==> src/rtl/mem_port_arbiter.sv <==
// ---------------------------------------------------------------------------
// mem_port_arbiter
//
// Purpose:
//   Shares one external memory between the CoreSystem DMA read path and the
//   CPU write path. Each requester owns a one-entry holding register that is
//   loaded through a valid/ready handshake. At most one memory command, read
//   or write, leaves the block per cycle. When a held read and a held write
//   target the same address, the write always goes first. Read data returns
//   to the core one cycle after the memory strobe, qualified by
//   core_rd_valid.
//
// Configuration macro:
//   ARB_RR_EN  defined   : round-robin between read and write when they
//                          contend on different addresses
//              undefined : fixed priority, read wins on different-address
//                          contention
//
// Parameters:
//   ADDR_W  address width of both requesters and the memory
//   DATA_W  data width
//   CNT_W   width of the saturating conflict counter
//
// Ports:
//   HCLK            in   clock, rising edge
//   HRESET          in   synchronous active-high reset
//   core_rd_req     in   core read request valid
//   core_rd_addr    in   core read address
//   core_rd_ready   out  core read request accepted when req & ready
//   core_rd_data    out  read data returned to the core (pass-through)
//   core_rd_valid   out  core_rd_data valid this cycle
//   cpu_wr_req      in   CPU write request valid
//   cpu_wr_addr     in   CPU write address
//   cpu_wr_data     in   CPU write data
//   cpu_wr_ready    out  CPU write request accepted when req & ready
//   mem_READ_addr   out  registered memory read address
//   mem_read_flag   out  registered memory read strobe
//   HRDATA_fromMem  in   memory read data, one cycle after mem_read_flag
//   mem_WRITE_addr  out  registered memory write address
//   mem_write_flag  out  registered memory write strobe
//   HWDATA_toMem    out  registered memory write data
//   conflict_cnt    out  saturating count of cycles with both holds valid
// ---------------------------------------------------------------------------
module mem_port_arbiter #(
    parameter int ADDR_W = 32,
    parameter int DATA_W = 32,
    parameter int CNT_W  = 16
) (
    input  logic              HCLK,
    input  logic              HRESET,

    input  logic              core_rd_req,
    input  logic [ADDR_W-1:0] core_rd_addr,
    output logic              core_rd_ready,
    output logic [DATA_W-1:0] core_rd_data,
    output logic              core_rd_valid,

    input  logic              cpu_wr_req,
    input  logic [ADDR_W-1:0] cpu_wr_addr,
    input  logic [DATA_W-1:0] cpu_wr_data,
    output logic              cpu_wr_ready,

    output logic [ADDR_W-1:0] mem_READ_addr,
    output logic              mem_read_flag,
    input  logic [DATA_W-1:0] HRDATA_fromMem,
    output logic [ADDR_W-1:0] mem_WRITE_addr,
    output logic              mem_write_flag,
    output logic [DATA_W-1:0] HWDATA_toMem,

    output logic [CNT_W-1:0]  conflict_cnt
);

    // Saturating increment for the conflict statistics counter.
    function automatic logic [CNT_W-1:0] sat_inc(input logic [CNT_W-1:0] value);
        logic [CNT_W-1:0] result;
        if (value == {CNT_W{1'b1}}) begin
            result = value;
        end else begin
            result = value + CNT_W'(1);
        end
        return result;
    endfunction

    // Holding registers
    logic              rd_hold_valid;
    logic [ADDR_W-1:0] rd_hold_addr;
    logic              wr_hold_valid;
    logic [ADDR_W-1:0] wr_hold_addr;
    logic [DATA_W-1:0] wr_hold_data;

    // Arbitration
    logic both_valid;
    logic same_addr;
    logic grant_rd;
    logic grant_wr;

    // Handshake
    logic rd_accept;
    logic wr_accept;

    // Read return tracking
    logic rd_pending;

`ifdef ARB_RR_EN
    // 0: read was issued last, 1: write was issued last. Resets to 1 so the
    // first different-address contention after reset goes to the read.
    logic last_grant;
`endif

    assign both_valid = rd_hold_valid & wr_hold_valid;
    assign same_addr  = (rd_hold_addr == wr_hold_addr);

    // -----------------------------------------------------------------------
    // Stage 0: combinational grant on the hold contents
    // -----------------------------------------------------------------------
    always_comb begin
        grant_rd = 1'b0;
        grant_wr = 1'b0;
        if (both_valid) begin
            if (same_addr) begin
                // Write-before-read on a same-address hazard, regardless of
                // the contention policy, so the read observes the new data.
                grant_wr = 1'b1;
            end else begin
`ifdef ARB_RR_EN
                if (last_grant) begin
                    grant_rd = 1'b1;
                end else begin
                    grant_wr = 1'b1;
                end
`else
                grant_rd = 1'b1;
`endif
            end
        end else if (rd_hold_valid) begin
            grant_rd = 1'b1;
        end else if (wr_hold_valid) begin
            grant_wr = 1'b1;
        end
    end

    // A hold that is being issued this cycle can take a new request in the
    // same edge, which gives one request per cycle to a granted requester.
    assign core_rd_ready = ~rd_hold_valid | grant_rd;
    assign cpu_wr_ready  = ~wr_hold_valid | grant_wr;

    assign rd_accept = core_rd_req & core_rd_ready;
    assign wr_accept = cpu_wr_req  & cpu_wr_ready;

    // -----------------------------------------------------------------------
    // Hold registers: load on accept, clear on issue
    // -----------------------------------------------------------------------
    always_ff @(posedge HCLK) begin
        if (HRESET) begin
            rd_hold_valid <= 1'b0;
        end else if (rd_accept) begin
            rd_hold_valid <= 1'b1;
        end else if (grant_rd) begin
            rd_hold_valid <= 1'b0;
        end
    end

    always_ff @(posedge HCLK) begin
        if (rd_accept) begin
            rd_hold_addr <= core_rd_addr;
        end
    end

    always_ff @(posedge HCLK) begin
        if (HRESET) begin
            wr_hold_valid <= 1'b0;
        end else if (wr_accept) begin
            wr_hold_valid <= 1'b1;
        end else if (grant_wr) begin
            wr_hold_valid <= 1'b0;
        end
    end

    always_ff @(posedge HCLK) begin
        if (wr_accept) begin
            wr_hold_addr <= cpu_wr_addr;
            wr_hold_data <= cpu_wr_data;
        end
    end

`ifdef ARB_RR_EN
    always_ff @(posedge HCLK) begin
        if (HRESET) begin
            last_grant <= 1'b1;
        end else if (grant_rd) begin
            last_grant <= 1'b0;
        end else if (grant_wr) begin
            last_grant <= 1'b1;
        end
    end
`endif

    // -----------------------------------------------------------------------
    // Stage 1: registered memory command
    // -----------------------------------------------------------------------
    // Strobes follow the grant every cycle; address and data only move when
    // their command issues and otherwise keep the last issued value.
    always_ff @(posedge HCLK) begin
        if (HRESET) begin
            mem_read_flag  <= 1'b0;
            mem_write_flag <= 1'b0;
        end else begin
            mem_read_flag  <= grant_rd;
            mem_write_flag <= grant_wr;
        end
    end

    always_ff @(posedge HCLK) begin
        if (HRESET) begin
            mem_READ_addr <= '0;
        end else if (grant_rd) begin
            mem_READ_addr <= rd_hold_addr;
        end
    end

    always_ff @(posedge HCLK) begin
        if (HRESET) begin
            mem_WRITE_addr <= '0;
            HWDATA_toMem   <= '0;
        end else if (grant_wr) begin
            mem_WRITE_addr <= wr_hold_addr;
            HWDATA_toMem   <= wr_hold_data;
        end
    end

    // -----------------------------------------------------------------------
    // Stage 2: read return, memory data arrives one cycle after the strobe
    // -----------------------------------------------------------------------
    // Clearing rd_pending on reset drops a read that was in flight, so no
    // stale core_rd_valid appears after reset.
    always_ff @(posedge HCLK) begin
        if (HRESET) begin
            rd_pending <= 1'b0;
        end else begin
            rd_pending <= mem_read_flag;
        end
    end

    assign core_rd_valid = rd_pending;
    assign core_rd_data  = HRDATA_fromMem;

    // Conflict statistics
    always_ff @(posedge HCLK) begin
        if (HRESET) begin
            conflict_cnt <= '0;
        end else if (both_valid) begin
            conflict_cnt <= sat_inc(conflict_cnt);
        end
    end

endmodule

==> config.mk <==
export PLATFORM = sky130hd
export DESIGN_NAME = mem_port_arbiter
export DESIGN_NICKNAME = d
export VERILOG_FILES = /design/src/rtl/mem_port_arbiter.sv
export SDC_FILE = /design/constraint.sdc
export NUM_CORES = 1
export LEC_CHECK = 0
export ABC_AREA = 1
export CORE_MARGIN = 1.5
export CORE_UTILIZATION = 50
export DETAILED_ROUTE_END_ITERATION = 12
export PLACE_DENSITY = 0.88
export SLEW_MARGIN = 20
export SYNTH_ARGS = -nofsm -noshare
export SYNTH_HDL_FRONTEND = slang
export SYNTH_SLANG_ARGS = --single-unit
==> constraint.sdc <==
create_clock -name HCLK -period 11.14 [get_ports HCLK]
set_clock_uncertainty 0.15 [all_clocks]
set_input_delay 2.785 -clock HCLK [delete_from_list [all_inputs] [get_ports HCLK]]
set_output_delay 2.785 -clock HCLK [all_outputs]
set_load 0.1 [all_outputs]
==> results of run 1 <==
-- path summary, 6_finish.rpt --
| kind | from | to | cells past startpoint |
|---|---|---|---|
| worst min register to register | mem_read_flag | core_rd_valid | 2 |
| worst max-delay path | wr_hold_addr[4] | cpu_wr_ready | 8 |
| worst max register to register | wr_hold_addr[24] | rd_hold_addr[7] | 9 |
| worst min-delay path | mem_read_flag | core_rd_valid | 2 |
-- worst reg2reg max path: stages, from the launching register on --
cell and delay [ns]:
edfxtp_1 0.43, xnor2_1 0.34, nand2_1 0.10, nor2_1 0.11, nand2_1 0.07, nor2_2 0.18, nand3_4 0.77, nand2_1 0.36
inv_1 0.28, buf_4 0.34
-- cell usage after synthesis (9+ instances only) --
library cell  number  area share
nor2_1           226       0.096
nand2_1          189       0.080
inv_1            138       0.059
dfxtp_1          117        0.26
edfxtp_1          96        0.33
nand3_1           85       0.048
buf_4             35       0.030
xnor2_1           22       0.022
nand3_2           21       0.024
a21oi_1           15      0.0085
clkbuf_1          13      0.0055
o21ai_0           13      0.0074
buf_2             11      0.0062
buf_1             10      0.0042
nor3_1             9      0.0051
-- per-layer routing --
metal  up-vias  GRT usage  wire length (um)
met5         -          0                 0
met1      3343      0.294              9030
met3        83     0.0667              2000
li1       3467          -                 -
met4         0      0.115              1150
met2       292      0.458             11900
-- cells by family (layout without fill, tap and decap cells) --
family | count (synthesis) | after routing
AOI/OAI and AO/OA | 29 | 29
xor gates and xnor gates | 23 | 23
adders and majority gates | 1 | 1
buffers and inverters | 213 | 402
DFF | 213 | 213
and+or+nand+nor | 537 | 537
-- metrics by stage --
stage,worst slack (ns),instances
CTS,5.06,1430
detailed placement,5.41,1390
global placement,5.41,1390
global route,4.96,1430
floorplan,4.55,1016
finish,5.08,1430
-- final cells by class --
class	instances	share of cell area
multi-input combinational	590	0.230
inverter	139	0.0451
clock inverter	10	0.00712
tap	225	0.0243
clock buffer	30	0.0518
sequential	213	0.451
timing repair buffer	223	0.191
-- power by group through the flow --
stage | clock network, W | registers [W] | logic, W
6_report | 0.000700 | 0.000895 | 0.000394
5_1_grt | 0.000733 | 0.000899 | 0.000416
4_1_cts | 0.000708 | 0.000895 | 0.000396
3_5_place_dp | 0 | 0.000911 | 0.000393
3_3_place_gp | 0 | 0.000909 | 0.000386
2_1_floorplan | 0 | 0.00109 | 0.000150
-- flip-flops by register name (all words and copies together), names as in the netlist --
| signal | flops |
|---|---|
| mem_WRITE_addr | 32 |
| mem_read_flag | 1 |
| rd_hold_addr | 32 |
| wr_hold_data | 32 |
| wr_hold_valid | 1 |
| mem_READ_addr | 32 |
| core_rd_valid | 1 |
| wr_hold_addr | 32 |
| conflict_cnt | 16 |
| rd_hold_valid | 1 |
| mem_write_flag | 1 |
| HWDATA_toMem | 32 |
-- layout by cell type (no fill, tap or decap) --
cell type and count:
clkbuf_16 22, clkbuf_8 2, or2_4 1, clkinvlp_4 1, clkdlybuf4s50_1 216, nor4_1 1, nor3_1 9, bufinv_16 1
nor2_1 226, a31oi_1 1, nand3_4 1, nand2_2 2, nor2_2 2, inv_1 138, xnor2_1 22, nand4_1 2
buf_4 7, clkinv_2 3, xor2_1 1, nand3_2 20, a21oi_1 14, nand2_1 188, ha_1 1, edfxtp_1 96
a21oi_4 1, o21ai_0 13, dfxtp_1 117, clkinv_8 1, clkbuf_1 6, nand3_1 85, clkinv_1 5
==> run summary, run 1 <==
Status = complete, no violations
Vias = 7185
Power share of the combinational group = 0.198
Crit share post-route = 0.544
Skew-Pair Late Insertion Delay = 0.51 ns
Lkg Pwr = 4.95 nW
Peak VDD IR = 143 uV
Simple-gate area share of the yosys netlist = 0.258
Layout Cell Area excl Fill = 0.0116 sq mm
Syn_nets = 1149
Post-CTS sizing = 0
Clock Tree Buf Depth = 3
Sw frac = 0.306
First-pass GRT wire length = 37.1 mm
Seq/Total Area, Yosys = 0.590
Num Clock Sinks = 213
Crit Path Class = reg2out
Number of buffers and inverters on the critical path = 1
Final setup fails = 0
Post-Synth Adder-Cell Area = 0.00141
Final Total Pwr = 0.00199 W
Final count of hold timing violations = 0
Post-CTS setup buffers = 0
Multi-input gate area = 0.00267 sq mm
CP max stage delay = 1.18 ns
Worst Tran Pin Value = 1.05 ns
Worst hold slack = 0.297 ns
Reg area = 0.00523 sq mm
Worst Path Required = 8.21 ns
Filler instances = 1314
Initial antenna violation count = 0
Critical Path Source Type = flop
Vias in the first global route = 7115
Fraction of layout cells with a size suffix above 1 = 0.0531
Num CTS Buffers = 22
Synth Area in XOR/XNOR = 0.0228
Arrival time worst endpoint = 3.12 ns
Setup crit end kind = primary output
Avg Inst Size Synth = 8.71 sq um
Delay-heaviest family, CP = buffers and inverters
DR vias/cell = 5.02
CTS tree = yes
Synthesized instance count = 1016
Highest Clock Rate = 0.165 GHz
Ant. Diodes = 0
Cells along the critical path = xnor2_1, nand2_1, nor2_1, nand2_1, nor2_1, nand2_1, nand2_1, clkdlybuf4s50_1
Pint = 0.00138 W
Register-to-register setup slack = 7.71 ns
Post-synthesis compound-gate area fraction = 0.0165
Pwr/cell area = 172 mW/mm^2
Largest family of logic cells by synthesized area = simple AND/OR/NAND/NOR gates
Routed WL = 24.1 mm
Post-synthesis register bit count = 213
Number of synthesized flops with an enable pin = 96
Post-route ant nets = 0
Unrepaired setup endpoints after global routing = false
Routability congestion estimate = 0.901
Clk pin slew, worst setup/hold paths = 0.06 ns
HPWL after DPL = 16.0 mm
DP Area = 0.0109 sq mm
Async S/R FF share, synth = 0
Max cap viols = 0
Distinct cell type count after synthesis = 25
Layout area overhead = 31.0%
Slew margin rel. = 0.297
Flop pwr share = 0.450
Largest net degree at the start of global routing = 67
Switching power = 0.000610 W
I/O pin total = 281
Htree depth = 1
Die Width = 136 um
Total Die Area = 0.0185 sq mm
Crit-path max FO = 3
Final-report max-slew violation count = 0
GRT Util Overall = 0.259
Setup TNS Final = 0 ns
Die height = 136 um
Post-layout util = 0.670
Hold/Removal Path Class = reg2reg
Synth Flop Type = dfxtp_1
GRT overflow = 0
Core area = 0.0173 sq mm
Post-route DRC = 0
Mux cell area share after synthesis = 0
Most frequent CP cell = nand2_1
Initial DRC Count = 478
Clock power share = 0.352
Ys Warns = 0
Netlist Area Pre-Place = 0.00885 sq mm
Wire per inst = 16.8 um
Buffers added on ports = 216
CTS root buffer = clkbuf_16
Post-layout min period = 6.06 ns
Final net count = 1322
Initial Utilization = 0.512
Hold buffers post-CTS = 0
Router iterations before antenna repair = 5
Slowest-stage cell, CP = clkdlybuf4s50_1
Site Rows = 48
Note: power is estimated with default switching activity, not from simulation.
==> run 2: changes to the inputs <==
CORE_UTILIZATION = 47   (was 50)
PLACE_DENSITY = 0.84   (was 0.88)
clock period = 6.2 ns   (was 11.14 ns; I/O delays follow)
==> run 2 against run 1 <==
Against the previous run:
- sequential power rose by 80%
- critical endpoint is now core_rd_ready
- global-route usage down 1.9 points
- largest cell class unchanged
- highest routed layer unchanged
- first-iteration DRC count fell by 5.0%
- flip-flop and latch count is the same
- worst setup slack lost 3.5 ns
- final area rose by 1.1%
- via count shrank 1.1%
- sequential share of layout area shrank 0.50 points
- die area rose by 6.2%
==> run summary, run 2 (same netlist as run 1, synthesis figures left out) <==
Vias in the first global route = 7130
Commonest non-fill, non-tap cell in the layout = nor2_1
Crit-path max FO = 3
Final setup fails = 0
Wire per inst = 16.5 um
Hold buffers post-CTS = 0
Router iterations before antenna repair = 5
Critical Path Source Type = flop
Fraction of layout cells with a size suffix above 1 = 0.0613
Initial antenna violation count = 0
Post-layout util = 0.631
Initial DRC Count = 454
Multi-input gate area = 0.00267 sq mm
Most frequent cells in the layout = 226 x nor2_1, 215 x clkdlybuf4s50_1, 188 x nand2_1, 138 x inv_1, 117 x dfxtp_1
Final net count = 1325
GRT overflow = 0
Final Total Pwr = 0.00375 W
Lkg Pwr = 5.02 nW
Skew-Pair Late Insertion Delay = 0.50 ns
Vias = 7103
Crit share post-route = 0.748
I/O pin total = 281
Highest Clock Rate = 0.216 GHz
First-pass GRT wire length = 37.1 mm
Num Clock Sinks = 213
Core area = 0.0186 sq mm
Worst Tran Pin Value = 1.06 ns
Num CTS Buffers = 23
Clock Tree Buf Depth = 3
Max cap viols = 0
Status = complete, no violations
Post-route DRC = 0
Setup TNS Final = 0 ns
Worst hold slack = 0.282 ns
Die Width = 140 um
Initial Utilization = 0.476
Post-layout min period = 4.64 ns
Filler instances = 1483
Post-CTS sizing = 0
Worst Path Required = 4.50 ns
Final count of hold timing violations = 0
Hold/Removal Path Class = reg2reg
Ant. Diodes = 0
Htree depth = 1
Pwr/cell area = 320 mW/mm^2
Routability congestion estimate = 0.904
DR vias/cell = 4.93
HPWL after DPL = 15.9 mm
Clk pin slew, worst setup/hold paths = 0.06 ns
CTS root buffer = clkbuf_16
Arrival time worst endpoint = 2.94 ns
Largest net degree at the start of global routing = 67
Reg area = 0.00523 sq mm
Site Rows = 50
Final-report max-slew violation count = 0
Peak VDD IR = 232 uV
Routed WL = 23.7 mm
Post-route ant nets = 0
Layout area overhead = 32.5%
Die height = 140 um
Setup crit end kind = primary output
Total Die Area = 0.0197 sq mm
Buffers added on ports = 216
Crit Path Class = reg2out
Unrepaired setup endpoints after global routing = false
Slew margin rel. = 0.290
CTS tree = yes
Post-CTS setup buffers = 0
GRT Util Overall = 0.240
[run 2: cell count changes in the layout (fill, tap and decap cells not counted), sizes merged]
cell and delta:
clkinv +2, clkdlybuf4s50 -1, clkbuf -6, bufinv +4, clkinvlp +1, buf +3
[run 2: layer usage]
layer | vias to the layer above | part of all wire | track usage
met3 | 72 | 0.092 | 0.0684
li1 | 3473 | - | -
met1 | 3267 | 0.38 | 0.280
met5 | - | 0 | 0
met4 | 0 | 0.041 | 0.109
met2 | 291 | 0.49 | 0.412
[run 2: metrics by stage]
step / setup WS [ns] / area (sq um) / cells
after floorplan: 0.845 / 8850 / 1016
after global placement: 2.08 / 10900 / 1401
after detailed placement: 2.06 / 10900 / 1401
after CTS: 1.52 / 11700 / 1442
after global routing: 1.43 / 11700 / 1442
final: 1.56 / 11700 / 1442
[run 2: layout make-up]
cell class              instances  share of cell area
well taps                     234              0.0250
clock buffers                  24              0.0494
multi-input cells             590               0.227
flip-flops and latches        213               0.446
inverters                     139              0.0446
clock inverters                17              0.0179
repair buffers                225               0.190
[run 2: power breakdown]
group	internal, W	total [W]	leakage, nW	switching (W)
combinational	0.000200	0.000708	2.74	0.000508
sequential	0.00156	0.00161	1.90	0.0000469
clock	0.000884	0.00144	0.385	0.000552
[run 2: path summary, 6_finish.rpt]
| path | start | to | slack (ns) | depth (start not counted) |
|---|---|---|---|---|
| setup / recovery | wr_hold_addr[24] | core_rd_ready | 1.56 | 7 |
| hold / removal | mem_read_flag | core_rd_valid | 0.28 | 2 |
| setup reg to reg | wr_hold_addr[24] | rd_hold_addr[31] | 2.72 | 9 |
| hold reg to reg | mem_read_flag | core_rd_valid | 0.28 | 2 |
[run 2: critical path: stages, from the launching register on]
cell and delay [ns]:
edfxtp_1 0.42, xnor2_1 0.36, nand2_1 0.12, nor2_1 0.13, nand2_1 0.08, nor2_2 0.17
nand4_1 0.13, clkdlybuf4s50_1 1.03
